===== config.mk =====
export PLATFORM = sky130hd
export DESIGN_NAME = mult_div_ctrl
export DESIGN_NICKNAME = d
export VERILOG_FILES = /design/src/rtl/mult_div_ctrl_pkg.sv /design/src/rtl/mult_div_ctrl_step.sv /design/src/rtl/mult_div_ctrl.sv
export SDC_FILE = /design/constraint.sdc
export NUM_CORES = 1
export LEC_CHECK = 0
export ABC_CLOCK_PERIOD_IN_PS = 5700
export CORE_MARGIN = 2
export CORE_UTILIZATION = 25
export DETAILED_ROUTE_END_ITERATION = 8
export PLACE_DENSITY = 0.44
export SLEW_MARGIN = 40
export SYNTH_ARGS = -nofsm -noshare
export SYNTH_HDL_FRONTEND = slang
export SYNTH_SLANG_ARGS = --single-unit

===== constraint.sdc =====
create_clock -name clk -period 5.7 [get_ports clk]
set_input_delay 1.71 -clock clk [delete_from_list [all_inputs] [get_ports clk]]
set_output_delay 1.71 -clock clk [all_outputs]
set_load 0.02 [all_outputs]

===== src/rtl/mult_div_ctrl_pkg.sv =====
// Shared definitions for the iterative signed multiply/divide controller.
package mult_div_ctrl_pkg;

   localparam int MD_WIDTH = 32;
   localparam int MD_ITERS = 32;
   localparam logic [4:0] MD_LAST = 5'(MD_ITERS - 1);

   typedef enum logic [2:0] {
      IDLE     = 3'd0,
      RUN_MULT = 3'd1,
      RUN_DIV  = 3'd2,
      DONE     = 3'd3,
      DZERO    = 3'd4
   } md_state_e;

   // Two's complement magnitude; 0x80000000 maps to 2^31 as an unsigned value.
   function automatic logic [MD_WIDTH-1:0] md_abs(input logic [MD_WIDTH-1:0] v);
      return v[MD_WIDTH-1] ? ('0 - v) : v;
   endfunction

endpackage


===== src/rtl/mult_div_ctrl_step.sv =====
// One radix-2 step: shift-add multiply (op_i=0) or restoring divide (op_i=1)
// on the {hi,lo} accumulator pair using unsigned magnitudes.
import mult_div_ctrl_pkg::*;

module md_iter_step (
   input  logic                op_i,
   input  logic [MD_WIDTH-1:0] hi_i,
   input  logic [MD_WIDTH-1:0] lo_i,
   input  logic [MD_WIDTH-1:0] opnd_i,
   output logic [MD_WIDTH-1:0] hi_o,
   output logic [MD_WIDTH-1:0] lo_o
);

   logic [MD_WIDTH:0] sum;
   logic [MD_WIDTH:0] rem_sh;
   logic [MD_WIDTH:0] diff;

   always_comb begin
      sum    = {1'b0, hi_i} + (lo_i[0] ? {1'b0, opnd_i} : '0);
      rem_sh = {hi_i, lo_i[MD_WIDTH-1]};
      // Remainder stays below the divisor magnitude, so bit MD_WIDTH flags a borrow.
      diff   = rem_sh - {1'b0, opnd_i};
      if (!op_i) begin
         hi_o = sum[MD_WIDTH:1];
         lo_o = {sum[0], lo_i[MD_WIDTH-1:1]};
      end else if (!diff[MD_WIDTH]) begin
         hi_o = diff[MD_WIDTH-1:0];
         lo_o = {lo_i[MD_WIDTH-2:0], 1'b1};
      end else begin
         hi_o = rem_sh[MD_WIDTH-1:0];
         lo_o = {lo_i[MD_WIDTH-2:0], 1'b0};
      end
   end

endmodule


===== src/rtl/mult_div_ctrl.sv =====
// Signed 32x32 multiply / 32/32 divide controller, one iteration per cycle,
// with HI/LO result registers and a divide-by-zero pulse.
import mult_div_ctrl_pkg::*;

module mult_div_ctrl (
   input  logic                clk,
   input  logic                reset,
   input  logic                start_mult,
   input  logic                start_div,
   input  logic [MD_WIDTH-1:0] op_a,
   input  logic [MD_WIDTH-1:0] op_b,
   output logic                busy,
   output logic                done,
   output logic                hi_lo_write,
   output logic                div_zero,
   output logic [MD_WIDTH-1:0] hi,
   output logic [MD_WIDTH-1:0] lo
);

   md_state_e             state_q;
   logic [4:0]            cnt_q;
   logic [MD_WIDTH-1:0]   acc_hi_q, acc_lo_q, opnd_q;
   logic                  neg_q_q, neg_r_q;
   logic [MD_WIDTH-1:0]   hi_q, lo_q;
   logic                  busy_q, done_q, dz_q;

   logic [MD_WIDTH-1:0]   step_hi, step_lo;
   logic [MD_WIDTH-1:0]   fin_hi_d, fin_lo_d;
   logic [2*MD_WIDTH-1:0] prod_d;

   md_iter_step u_step (
      .op_i   (state_q == RUN_DIV),
      .hi_i   (acc_hi_q),
      .lo_i   (acc_lo_q),
      .opnd_i (opnd_q),
      .hi_o   (step_hi),
      .lo_o   (step_lo)
   );

   // Sign correction is applied to the output of the final step so the
   // corrected result lands in hi/lo on the same edge as iteration 31.
   always_comb begin
      prod_d   = {step_hi, step_lo};
      fin_hi_d = step_hi;
      fin_lo_d = step_lo;
      if (state_q == RUN_DIV) begin
         fin_lo_d = neg_q_q ? ('0 - step_lo) : step_lo;
         fin_hi_d = neg_r_q ? ('0 - step_hi) : step_hi;
      end else begin
         if (neg_q_q) prod_d = '0 - prod_d;
         fin_hi_d = prod_d[2*MD_WIDTH-1:MD_WIDTH];
         fin_lo_d = prod_d[MD_WIDTH-1:0];
      end
   end

   always_ff @(posedge clk or negedge reset) begin
      if (!reset) begin
         state_q  <= IDLE;
         cnt_q    <= '0;
         acc_hi_q <= '0;
         acc_lo_q <= '0;
         opnd_q   <= '0;
         neg_q_q  <= 1'b0;
         neg_r_q  <= 1'b0;
         hi_q     <= '0;
         lo_q     <= '0;
         busy_q   <= 1'b0;
         done_q   <= 1'b0;
         dz_q     <= 1'b0;
      end else begin
         done_q <= 1'b0;
         dz_q   <= 1'b0;
         case (state_q)
            IDLE: begin
               if (start_mult) begin
                  state_q  <= RUN_MULT;
                  busy_q   <= 1'b1;
                  cnt_q    <= '0;
                  acc_hi_q <= '0;
                  acc_lo_q <= md_abs(op_b);
                  opnd_q   <= md_abs(op_a);
                  neg_q_q  <= op_a[MD_WIDTH-1] ^ op_b[MD_WIDTH-1];
                  neg_r_q  <= 1'b0;
               end else if (start_div) begin
                  if (op_b == '0) begin
                     state_q <= DZERO;
                     dz_q    <= 1'b1;
                  end else begin
                     state_q  <= RUN_DIV;
                     busy_q   <= 1'b1;
                     cnt_q    <= '0;
                     acc_hi_q <= '0;
                     acc_lo_q <= md_abs(op_a);
                     opnd_q   <= md_abs(op_b);
                     neg_q_q  <= op_a[MD_WIDTH-1] ^ op_b[MD_WIDTH-1];
                     neg_r_q  <= op_a[MD_WIDTH-1];
                  end
               end
            end
            RUN_MULT, RUN_DIV: begin
               acc_hi_q <= step_hi;
               acc_lo_q <= step_lo;
               cnt_q    <= cnt_q + 5'd1;
               if (cnt_q == MD_LAST) begin
                  state_q <= DONE;
                  done_q  <= 1'b1;
                  hi_q    <= fin_hi_d;
                  lo_q    <= fin_lo_d;
               end
            end
            DONE: begin
               state_q <= IDLE;
               busy_q  <= 1'b0;
            end
            DZERO: begin
               state_q <= IDLE;
            end
            default: begin
               state_q <= IDLE;
               busy_q  <= 1'b0;
            end
         endcase
      end
   end

   assign busy        = busy_q;
   assign done        = done_q;
   assign hi_lo_write = done_q;
   assign div_zero    = dz_q;
   assign hi          = hi_q;
   assign lo          = lo_q;

endmodule


* Yosys cells after proc, flatten, opt, wreduce, memory -nomap -nowiden
Index checks and enable logic that the tools add are counted.
** Storage, ports and cells
- Register bits after elaboration :: 173
- Input bits :: 68
- Output and inout bits :: 68
- Word-level logic and storage cells :: 89
** Operators by class
- Add/sub/neg operators :: 8
- Equal/unequal tests :: 8
- Muxes and demuxes :: 48
- Bitwise operators :: 2
- Reduce and logical (&&, ||, !) cells :: 11
** Operators by type and width (number)
- 32-bit two-way mux :: 19
- 32-bit case mux with 2 select lines :: 2
- 1-bit by 32-bit subtractor with 32-bit output, first input constant :: 4
- 64-bit two-way mux :: 1
- 1-bit by 64-bit subtractor with 64-bit output, first input constant :: 1
- 32-bit by 33-bit adder with 33-bit output :: 1
- 33-bit by 32-bit subtractor with 33-bit output :: 1
- 32-bit logical NOT :: 1
- 1-bit two-way mux :: 16
- 5-bit two-way mux :: 3
- 3-bit two-way mux :: 4
- 5-bit case mux with 2 select lines :: 1
- 3-bit AND reduction :: 3
- 3-bit != test, second input constant :: 2
- 3-bit case mux with 2 select lines :: 1
- 5-bit by 1-bit adder with 5-bit output, second input constant :: 1
- 5-bit equality test, second input constant :: 1
- 2-bit != test, second input constant :: 2
- 2-bit AND reduction :: 2
- 2-bit nonzero test :: 2
- 3-bit by 1-bit equality test with 1-bit output, second input constant :: 1
- 3-bit by 2-bit equality test with 1-bit output, second input constant :: 1
- 3-bit equality test, second input constant :: 1
- 3-bit logical NOT :: 1
- other kinds (5) :: 5

* Depth between registers and ports, before layout
- Depth in word-level cells :: 6
- Depth in mapped cells :: 22
- Depth with buffers taken out :: 20

* Cells and area by module
From an unflattened synthesis, not the netlist that was laid out.
** Unflattened totals
- Cells, all modules :: 1839
- Area, all modules :: 14918.1 um^2
** By module, submodules not included
- mult_div_ctrl :: instances 1, cells each 1156, area each 10208.5 um^2, sequential area each 4329.2 um^2
- md_iter_step :: instances 1, cells each 683, area each 4709.5 um^2, sequential area each 0.0 um^2

* Worst setup path before layout
No wires, ideal clock.
- Path kind :: reg2reg
- From :: reg acc_hi_q[28]
- To :: reg hi_q[30] (netlist: hi[30])
- Setup time :: 0.122 ns
- Data arrival time :: 4.676 ns
- Required time :: 5.578 ns
- Setup slack :: 0.903 ns
- Stages on the path, launching flop included :: 21
- Buffers on the path :: 2
- Clock period less this slack :: 4.797 ns
- Cell sequence :: dfrtp_1 ha_1 buf_2 a21o_1 a21o_1 a221oi_2 o21a_2 mux2i_1 and3_1 clkbuf_1 ha_1 nor3b_2 nand4_1 or4b_4 o31a_1 and2_1 nor3_1 nand4b_1 nor4_1 mux2i_1 nand2_1
** On the way
- Longest elaborated chain between the ends :: 6
- Elaborated cells between the ends (all ways) :: 11
- Those cells by class :: 4 x add/sub; 7 x mux
** Ends and longest elaborated chain
- from (decl) :: RTL line mult_div_ctrl.sv:22 : logic [MD_WIDTH-1:0] acc_hi_q, acc_lo_q, opnd_q;
- from (signal assigned) :: RTL line mult_div_ctrl.sv:101 : acc_hi_q <= step_hi;
- 33-bit by 32-bit subtractor with 33-bit output :: RTL line mult_div_ctrl_step.sv:22 : diff = rem_sh - {1'b0, opnd_i};
- 1-bit two-way mux / 32-bit two-way mux (equally long branches) :: RTL line mult_div_ctrl_step.sv:26 : end else if (!diff[MD_WIDTH]) begin
- 32-bit two-way mux :: RTL line mult_div_ctrl_step.sv:23 : if (!op_i) begin
- 1-bit by 64-bit subtractor with 64-bit output / 1-bit by 32-bit subtractor with 32-bit output (equally long branches) :: RTL line mult_div_ctrl.sv:50, mult_div_ctrl.sv:48
- 64-bit two-way mux / 32-bit two-way mux (equally long branches) :: RTL line mult_div_ctrl.sv:50, mult_div_ctrl.sv:48
- 32-bit two-way mux * :: RTL line mult_div_ctrl.sv:46 : if (state_q == RUN_DIV) begin
- to (signal assigned) :: RTL line mult_div_ctrl.sv:107 : hi_q <= fin_hi_d;
- to (decl) :: RTL line mult_div_ctrl.sv:24 : logic [MD_WIDTH-1:0] hi_q, lo_q;
Every way passes the cells marked *; elsewhere a longest branch is shown, timed or not.
A chain may end at the register's enable or synchronous reset.

* Worst setup path after layout
- From :: reg acc_hi_q[26]
- To :: reg hi_q[30] (netlist: hi[30])
The elaborated chain is that of the path after synthesis.

==> results.cfg <==
[floorplan]
rows = 93
chipWidth_um = 259.0
core_sq_um = 64350
die-area_sq_um = 67090
start_util_pct = 25.27
boundaryPins = 136
die_h_um = 259.0

[critical_path]
crit_buf_inv = 1
critPathTopFamily = simple AND/OR/NAND/NOR gates
cp-start-kind = flip-flop
reg2reg_slack_ns = 0.40
cp.arrival_ns = 5.69
critPathKind = reg2reg
cp_max_fo = 7
required_ns = 6.08
slowest_stage = or4b_4
crit_chain = ha_1, nand2_1, o21ai_0, a221oi_2, o21a_2, mux2i_1, and3_1, ha_1, nor3b_2, nand4_1, or4b_4, o31a_1, and2_1, nor3_1, nand4b_1, nor4_1, buf_4, mux2i_1, nand2_1
max_stage_delay_ns = 0.55
crit_path_end_kind = flip-flop

[logic_synthesis]
synth_edf_count = 0
async_flop_share_pct = 100.0
yosysMostFrequentCell = nand2_1
synth.yosys.seq_area_share_pct = 26.63
synth_area_leaders = dfrtp_1 27%, nand2_1 7.9%, o21ai_0 7.1%
synth.avg_cell_area_sq_um = 7.727
syn-num-nets = 2244
ys_ff_latch = 173
synth_cell_types = 108
synth_top_cell_by_area = dfrtp_1
synthFlopType = dfrtp_1
syn-cell-area_sq_um = 16260
synth.top_cell.area_share_pct = 26.63
yosys_warnings = 0
syn_inst = 2104
synth_commonest_cells = 341 x nand2_1, 232 x o21ai_0, 173 x dfrtp_1, 124 x nor2_1, 123 x a21oi_1

[placement]
dp.cells = 3076
routabilityCongestion = 0.9689
dp_hpwl_um = 55490
post-place-ws_ns = 0.1858
io_buffers = 135

[sta]
fin_hold_ws_ns = 0.4827
worst_pin_slew_ns = 0.9431
finalHoldViolations = 0
setup-violations-final = 0
worst_slack_ns = 0.3951
setup_tns_ns = 0
post-route-min-period_ns = 5.305
fmax_mhz = 188.5
relSlewSlack_pct = 36.70
finClkSkew_ns = 0.01611
grt_setup_unrepaired = false
slew_violations = 0
timing.final.crit_share_pct = 93.07

[grt]
grtUsageTotal_pct = 20.29
antenna_found_initial = 1
grt_max_degree = 86
grt_pass1_vias = 16250
gr-total-overflow = 0
grt_first_pass_wirelength_um = 103000

[detailed_routing]
topRoutingLayerUsed = met4
ant_nets = 0
drt-pass1-iter-count = 5
wl_per_cell_um = 21.79
dr_wl_met2_um = 32180
viasPerCell = 5.285
drt_iter0_drc = 1292
routed_wirelength_um = 67760
vias = 16430
wl_met1_um = 29560
wl_met3_um = 2687
drc_errors = 0

[layout]
layout-area-overhead-vs-synth_pct = 20.76
nets = 2380
fillers = 6921
drive_gt1_share_pct = 10.25
finalNonFillerCells = 3109

[run]
drv_cap = 0

[clock_network]
cts_resized = 0
cts_tree = done
post_cts_buffers = 0
clk_pin_slew_worst_paths_ns = 0.08
htreeDepth = 4
postCtsHoldBufs = 0
cts_sinks = 173
cts_root_buffer = clkbuf_16
ctsLongestPathBuffers = 2
numCtsBuffers = 17
clock_latency_ns = 0.50

[power]
p_leak_uw = 0.007894
powerDensity_nw_per_um2 = 646.9
peakVddDrop_uv = 252.1

[hold_path]
hp-class = reg2reg

[outcome]
status = finished, final reports clean
stage by stage:
| step | area, sq um | util (%) | power, uW |
|---|---|---|---|
| floorplan | 16260 | - | 7973 |
| global placement | 18970 | 29.49 | 11290 |
| detailed placement | 19040 | 29.59 | 11390 |
| CTS | 19630 | 30.51 | 12670 |
| global route | 19630 | 30.51 | 13610 |
| finish | 19630 | 30.51 | 12700 |
flip-flops by register name, summed over array words and instances, names as in the netlist:
signal / cells
acc_hi_q: 32
neg_r_q: 1
acc_lo_q: 32
lo: 32
div_zero: 1
opnd_q: 32
done: 1
state_q: 3
busy: 1
hi: 32
neg_q_q: 1
cnt_q: 5
worst reg2reg max path: cells and delay by family, from the launching register on:
family / cells / cell delay [ns]
multiplexers: 2 / 0.43
AND/OR/NAND/NOR: 10 / 2.36
adder cells (fa/ha/maj): 2 / 0.62
AO/OA/AOI/OAI: 4 / 1.17
buffers and inverters: 1 / 0.16
flip-flops: 1 / 0.46
where the power goes:
part | internal, uW | switching (uW)
combinational | 3450 | 6000
sequential | 1570 | 462
clock | 629 | 593
placed cells by master (no fill, tap or decap), types with 25 or more instances in the layout:
cell and n:
nand3_1 43, a21oi_1 123, xor2_1 59, ha_1 70, or3_1 48, and2_1 41
o21ai_0 232, nand2_1 340, xnor2_1 98, nor3_1 48, a22o_1 26, buf_4 104
clkdlybuf4s50_1 133, inv_1 61, dfrtp_1 173, a21o_1 25, mux2i_1 47, o221ai_1 35
nor2_1 124
area by class of cell:
cell class,instances,area [sq um],share of cell area (%)
Multi-Input combinational cell,1744,11170,56.91
Tap cell,855,1070,5.449
Clock buffer,18,439.2,2.237
Clock inverter,14,150.1,0.7647
Inverter,61,229.0,1.166
Timing Repair Buffer,243,2241,11.41
Sequential cell,173,4329,22.05
Antenna cell,1,2.502,0.01275
final timing paths:
check | from | to | depth (start not counted)
setup / recovery | acc_hi_q[26] | hi[30] | 19
hold / removal | lo[15] | lo[15] | 2
setup reg to reg | acc_hi_q[26] | hi[30] | 19
hold reg to reg | lo[15] | lo[15] | 2
max in group asynchronous | reset | lo[17] | 2
min in group asynchronous | reset | acc_hi_q[23] | 1
logic make-up (layout without fill, tap and decap cells):
group	count (synthesis)	after routing	share of synthesized area, %
AO/OA/AOI/OAI	671	671	27.42
XOR/XNOR	157	157	8.458
adder cells (fa/ha/maj)	72	72	5.633
buffers and inverters	187	336	4.864
flip-flops	173	173	26.63
multiplexers	49	49	3.032
other	0	1	0
AND/OR/NAND/NOR	795	795	23.96
metal layers:
layer / vias to the layer above / global-route usage (%)
li1: 7960 / -
met1: 7937 / 25.53
met2: 442 / 34.04
met3: 92 / 2.753
met4: 0 / 9.987
met5: - / 0
Power figures use the tool's default switching activity.
